<file path="src/rtl/calc_op_sequencer.sv">
// calc_op_sequencer: operand/opcode entry and ALU launch controller.
// Optional: define CALC_SEQ_TIMEOUT_EN to enable the WAIT watchdog.
module calc_op_sequencer #(
    parameter int WIDTH          = 8,
    parameter int TIMEOUT_CYCLES = 255
) (
    input  logic               clk,
    input  logic               rst_n,
    input  logic               ena,
    input  logic [WIDTH-1:0]   in_data,
    input  logic               in_strobe,
    input  logic               in_clear,
    output logic [WIDTH-1:0]   alu_a,
    output logic [WIDTH-1:0]   alu_b,
    output logic [2:0]         alu_op,
    output logic               alu_start,
    input  logic               alu_done,
    input  logic               alu_err,
    input  logic [2*WIDTH-1:0] alu_result,
    output logic [2*WIDTH-1:0] result,
    output logic               result_valid,
    output logic               err,
    output logic               busy,
    output logic [2:0]         state
);

    typedef enum logic [2:0] {
        S_IDLE   = 3'd0,
        S_GOT_A  = 3'd1,
        S_GOT_B  = 3'd2,
        S_LAUNCH = 3'd3,
        S_WAIT   = 3'd4,
        S_SHOW   = 3'd5,
        S_ERR    = 3'd6
    } state_t;

    if (TIMEOUT_CYCLES < 1 || TIMEOUT_CYCLES > 255) begin : g_bad_timeout
        $error("TIMEOUT_CYCLES must be in 1..255");
    end

    state_t st;
    logic   s1;
    logic   s2;
    logic   s3;
    logic   ev;
    logic   op_divmod;
    logic   b_zero;

`ifdef CALC_SEQ_TIMEOUT_EN
    localparam logic [7:0] TO_LAST = 8'(TIMEOUT_CYCLES - 1);
    logic [7:0] wait_cnt;
`endif

    // Synchronize the push-button level and keep one delayed copy for edge detect
    always_ff @(posedge clk or negedge rst_n) begin
        if (!rst_n) begin
            s1 <= 1'b0;
            s2 <= 1'b0;
            s3 <= 1'b0;
        end else begin
            s1 <= in_strobe;
            s2 <= s1;
            s3 <= s2;
        end
    end

    assign ev        = s2 & ~s3 & ena;
    assign op_divmod = (in_data[2:0] == 3'd3) || (in_data[2:0] == 3'd4);
    assign b_zero    = (alu_b == '0);
    assign busy      = (st == S_LAUNCH) || (st == S_WAIT);
    assign state     = st;

    // Sequencer: operand capture, ALU handshake, result/error holding
    always_ff @(posedge clk or negedge rst_n) begin
        if (!rst_n) begin
            st           <= S_IDLE;
            alu_a        <= '0;
            alu_b        <= '0;
            alu_op       <= '0;
            alu_start    <= 1'b0;
            result       <= '0;
            result_valid <= 1'b0;
            err          <= 1'b0;
`ifdef CALC_SEQ_TIMEOUT_EN
            wait_cnt     <= '0;
`endif
        end else begin
            alu_start <= 1'b0;
            if (in_clear) begin
                st           <= S_IDLE;
                alu_a        <= '0;
                alu_b        <= '0;
                alu_op       <= '0;
                result       <= '0;
                result_valid <= 1'b0;
                err          <= 1'b0;
`ifdef CALC_SEQ_TIMEOUT_EN
                wait_cnt     <= '0;
`endif
            end else begin
                unique case (st)
                    S_IDLE: begin
                        if (ev) begin
                            alu_a <= in_data;
                            st    <= S_GOT_A;
                        end
                    end
                    S_GOT_A: begin
                        if (ev) begin
                            alu_b <= in_data;
                            st    <= S_GOT_B;
                        end
                    end
                    S_GOT_B: begin
                        if (ev) begin
                            alu_op <= in_data[2:0];
                            if (op_divmod && b_zero) begin
                                err    <= 1'b1;
                                result <= '0;
                                st     <= S_ERR;
                            end else begin
                                alu_start <= 1'b1;
                                st        <= S_LAUNCH;
                            end
                        end
                    end
                    S_LAUNCH: begin
`ifdef CALC_SEQ_TIMEOUT_EN
                        wait_cnt <= '0;
`endif
                        st <= S_WAIT;
                    end
                    S_WAIT: begin
                        if (alu_done) begin
                            result       <= alu_result;
                            result_valid <= 1'b1;
                            err          <= alu_err;
                            st           <= alu_err ? S_ERR : S_SHOW;
`ifdef CALC_SEQ_TIMEOUT_EN
                        end else if (wait_cnt == TO_LAST) begin
                            err          <= 1'b1;
                            result       <= '1;
                            result_valid <= 1'b0;
                            st           <= S_ERR;
                        end else begin
                            wait_cnt <= wait_cnt + 8'd1;
`endif
                        end
                    end
                    S_SHOW: begin
                        if (ev) begin
                            alu_a        <= in_data;
                            result_valid <= 1'b0;
                            st           <= S_GOT_A;
                        end
                    end
                    S_ERR: begin
                        if (ev) begin
                            alu_a        <= in_data;
                            err          <= 1'b0;
                            result_valid <= 1'b0;
                            st           <= S_GOT_A;
                        end
                    end
                    default: st <= S_IDLE;
                endcase
            end
        end
    end

endmodule

</file>
<file path="config.mk">
export PLATFORM = sky130hd
export DESIGN_NAME = calc_op_sequencer
export DESIGN_NICKNAME = d
export VERILOG_FILES = /design/src/rtl/calc_op_sequencer.sv
export SDC_FILE = /design/constraint.sdc
export NUM_CORES = 1
export LEC_CHECK = 0
export CAP_MARGIN = 30
export CORE_UTILIZATION = 43
export DETAILED_ROUTE_END_ITERATION = 6
export DONT_BUFFER_PORTS = 1
export GPL_TIMING_DRIVEN = 1
export SETUP_SLACK_MARGIN = 0.5
export SKIP_LAST_GASP = 1
export SYNTH_ARGS = -nofsm -noshare
export SYNTH_HDL_FRONTEND = slang
export SYNTH_SLANG_ARGS = --single-unit
</file>
<file path="constraint.sdc">
create_clock -name clk -period 3.8 [get_ports clk]
set_input_delay 1.14 -clock clk [delete_from_list [all_inputs] [get_ports clk]]
set_output_delay 1.14 -clock clk [all_outputs]
set_load 0.005 [all_outputs]
</file>
* After elaboration in Yosys (flattened, before gate mapping) *
Index checks and enable logic that the tools add are counted.

word-level totals
  register bits = 44
  bits in latches = 0
  memory bits (writable) = 0
  memory bits (read-only) = 0
  bits of input ports = 31
  output and inout bits = 42
  logic and storage cells = 84
  memories kept = 0

cells by class
  add/sub/neg operators = 0
  multipliers = 0
  divide/modulo/power cells = 0
  $lt $le $gt $ge = 0
  equality and inequality tests = 15
  shift-type cells = 0
  mux-type cells = 34
  bitwise logic cells = 3
  reduce and logical (&&, ||, !) cells = 21

operators with widths
  cell                  count
  $mux W16              4
  $mux W8               5
  $pmux W16 S2          1
  $mux W3               9
  $ne A3 B3 Y1 const B  5
  $pmux W3 S5           1
  $eq A3 B3 Y1 const B  4
  $mux W1               11
  $eq A3 B2 Y1 const B  3
  $logic_not A8 Y1      1
  $reduce_and A4 Y1     2
  $reduce_bool A2 Y1    4
  $ne A3 B1 Y1 const B  2
  $reduce_and A2 Y1     3
  $reduce_bool A3 Y1    2
  $reduce_and A5 Y1     1
  $reduce_bool A4 Y1    1
  $eq A3 B1 Y1 const B  1
  $logic_not A3 Y1      1
  $pmux W1 S3           1
  $reduce_and A3 Y1     1
  $reduce_or A3 Y1      1
  $and A1 B1 Y1         2
  $logic_or A1 B1 Y1    2
  5 further kinds       5

* Depth between registers and ports, before layout *
  word-level depth = 7
  depth in mapped cells = 6
  mapped depth without buffers = 4

* Least setup slack after synthesis *
Ideal clock, no wire load.

  kind = input -> register
  start = in in_data[1]
  end = reg result[8]
  data arrival time = 2.465 ns
  data required time = 3.721 ns
  setup slack = 1.255 ns
  stages on the path = 5
  cells stage by stage = nor3b_1 o211ai_1 a221oi_4 buf_8 mux2i_1

between the ends
  longest elaborated chain between the ends = 5
  elaborated cells on any way between the ends = 6
  classes of those cells = eq/ne: 3; reduce/logical: 3

ends and longest elaborated chain
  element                                       RTL line  RTL
  start: declaration                            10        input logic [WIDTH-1:0] in_data,
  $eq A3 B2 Y1 or $eq A3 B3 Y1 (tied branches)  68        assign op_divmod = (in_data[2:0] == 3'd3) || (in_data[2:0] == 3'd4);
  $logic_or A1 B1 Y1 (*)                        68
  $logic_and A1 B1 Y1 (*)                       117       if (op_divmod && b_zero) begin
  $ne A3 B3 Y1 (no source line) (*)             n/a
  $reduce_and A4 Y1 (no source line) (*)        n/a
  end signal: assignment                        135       result <= alu_result;
  end: declaration                              20        output logic [2*WIDTH-1:0] result,

Mark *: on every way between the ends. The rest lies on a longest branch, timed or not.
A chain may end at the register's enable or synchronous reset.

* Worst setup path in the final report *
  start = reg st[0], in the netlist state[0]
  end = out busy

between the ends
  longest elaborated chain between the ends = 2
  elaborated cells on any way between the ends = 3
  classes of those cells = eq/ne: 2; reduce/logical: 1

ends and longest elaborated chain
  element                                       RTL line  RTL
  start: declaration                            41        state_t st;
  start signal: assignment                      138       st <= alu_err ? S_ERR : S_SHOW;
  $eq A3 B2 Y1 or $eq A3 B3 Y1 (tied branches)  70        assign busy = (st == S_LAUNCH) || (st == S_WAIT);
  $logic_or A1 B1 Y1 (*)                        70
  end: declaration                              23        output logic busy,

Marks and branches as above.

==> out/summary.txt <==
vias in the first global route -> 1436
Pint -> 0.000622 W
Hold Path Class -> flip-flop to flip-flop
Synth area leader -> dfrtp_1
htree depth -> 2
synthesized area per cell -> 10.8 um^2
Hold WS -> 0.349 ns
aggregate global-route resource usage -> 17.1%
cells after synthesis -> 200
CTS Root Cell -> clkbuf_8
Die Height -> 72.7 um
drt first pass iters -> 5
initial antenna violation count -> 0
fin crit share -> 67.3%
Antenna Nets Post-Route -> 0
cell count of the worst hold path -> 0
setup slack after layout -> 1.24 ns
Worst Hold End -> s2
clk slew on worst S/H paths -> 0.07 ns
Max FO, Critical Path -> 15
pre-CTS setup slack -> 1.14 ns
WP data required -> 2.66 ns
most common cell after layout, fill and taps aside -> dfrtp_1
post-synth top area share -> 51.2%
clock skew -> 0.00528 ns
asr flop ratio synth -> 100%
final core utilization -> 47.7%
# nets final -> 230
Post-CTS Hold Buffers -> 0
R2R Setup Slk -> 1.57 ns
worst slew pin tran -> 0.615 ns
Std-Cell Core Area -> 4750 um^2
setup TNS -> 0 ns
final wirelength -> 4310 um
Area contributors post-synth -> dfrtp_1 51%, mux2i_1 11%, nand2_1 4.4%
WP data arrival -> 1.42 ns
clock power share -> 32.0%
CTS Buffer Depth -> 2
layout cells sized above 1 -> 11.2%
Seq cells post-synth -> 44
Slew Limit Fails -> 0
Yosys warning total -> 0
critical-path cell list -> nor2_1 > nand2_1 > nand2_1
Worst slew margin -> 59.0%
Filler cells -> 445
# rows -> 25
Net Sw Frac -> 21.3%
power share of the combinational group -> 5.7%
area of the multi-input gates -> 927 um^2
Post-Syn Nets -> 231
CP peak stage delay -> 0.74 ns
via/cell ratio -> 5.55
placed cell count -> 259
TritonCTS clock tree -> yes
Clock Sinks -> 44
Remaining DRCs -> 0
register area -> 1100 um^2
WL/cell -> 16.3 um
Post-CTS Setup Bufs -> 0
leakage -> 1.02 nW
main flop type after synthesis -> dfrtp_1
Clock Latency Late Sink -> 0.28 ns
Layout Cells excl Fill -> 264
I/O Pins -> 73
PostCTS Resize Cnt -> 0
ANT cells -> 0
die area -> 5290 um^2
status -> completed
sequential cell fraction of total power -> 62.3%
Post-Syn Area -> 2150 um^2
commonest non-fill, non-tap cells in the layout -> 44 x dfrtp_1, 25 x nand2_1, 24 x mux2i_1
sequential area share after synthesis -> 51.2%
PD cells -> 348 nW/um^2
Initial Util -> 45.3%
Remaining Overflow, GRT -> 0
global-route wire length before repair -> 6770 um
Layout Area Growth over Synthesis -> 5.35%
routability cong. -> 0.873
CP startpoint kind -> flip-flop
Final Hold Fails -> 0
RSZ-0062 raised after global routing -> no
Sw Pwr -> 0.000168 W
min-delay src -> s1
Vias -> 1466
crit path kind -> flip-flop to output pin
CP dominant cell by count -> nand2_1
Worst path slowest cell -> dfrtp_1
IO Port Bufs -> 0
Worst VDD drop -> 132 uV
CP endpoint kind -> output pin
largest net degree at the start of global routing -> 45
r2r worst-path depth -> 4
FF-to-FF Start -> state[0]
Max Cap Viol -> 0
Netlist cell types -> 39
number of flops mapped to enable cells by yosys -> 0
final setup vio count -> 0
cts bufs inserted -> 5
capturing point of the worst reg2reg path -> alu_a[4]
fmax -> 391 MHz
Chip Width -> 72.7 um
DP Wirelength -> 3120 um
min cycle time layout -> 2.56 ns
Initial DRC Count -> 117
==> Yosys cell counts, types with 2 or more instances <==
library cell,instances
nand3_1,6
nor3b_1,2
dfrtp_1,44
a21oi_1,7
and3b_1,2
nand3b_1,2
mux2_2,8
nand2_1,25
clkbuf_1,5
buf_2,3
o32ai_1,3
nor2_1,12
nor4_2,2
mux2i_1,24
inv_1,19
o21ai_0,5
nor2b_1,9
==> worst max-delay path: cells and delay by family (launching register included) <==
kind,cells,cell delay [ns]
flops,1,0.74
simple gates,3,0.39
==> through the flow <==
stage | power (W) | area [um^2]
after floorplan | 0.000542 | 2150
after global placement | 0.000544 | 2200
after detailed placement | 0.000547 | 2200
after CTS | 0.000802 | 2270
after global routing | 0.000823 | 2270
final | 0.000790 | 2270
==> registers in the layout, indices dropped and copies added, names as in the netlist, 3 cells and up <==
signal / cells
alu_a: 8
state: 3
alu_op: 3
result: 16
alu_b: 8
==> kinds of logic after synthesis <==
logic type | share of synthesized area (%)
buf+inv | 5.76
compound gates | 9.13
xor+xnor | 0.407
flops | 51.2
mux | 15.3
simple gates | 18.2
==> metal layers <==
metal	track usage (%)	vias up	routed length, um	share of wire [%]
li1	-	677	-	-
met1	20.6	705	1690	39
met2	27.5	77	2130	49
met3	5.94	7	421	9.8
met4	7.63	0	63	1.5
met5	0	-	0	0
==> power by group through the flow <==
stage / combinational, W / clock (W) / sequential (W)
global placement: 0.0000435 / 0 / 0.000500
global route: 0.0000491 / 0.000280 / 0.000493
CTS: 0.0000456 / 0.000264 / 0.000492
finish: 0.0000450 / 0.000253 / 0.000492
floorplan: 0.0000461 / 0 / 0.000496
detailed placement: 0.0000454 / 0 / 0.000501
==> cell type report <==
class | instances | share of cell area, %
sequential | 44 | 48.6
timing repair buffer | 2 | 0.662
clock buffer | 5 | 3.04
multi-input combinational | 127 | 40.9
tap | 67 | 3.70
inverter | 19 | 3.15
==> worst max path at each step <==
stage | from | end | slack [ns]
final | state[0] | busy | 1.24
after global routing | state[2] | busy | 1.16
after CTS | state[0] | busy | 1.26
after detailed placement | in_data[1] | result[1] | 1.14
after global placement | in_data[1] | result[4] | 1.27
after floorplan | in_data[1] | result[8] | 1.26
(Power assumes the default switching activity.)
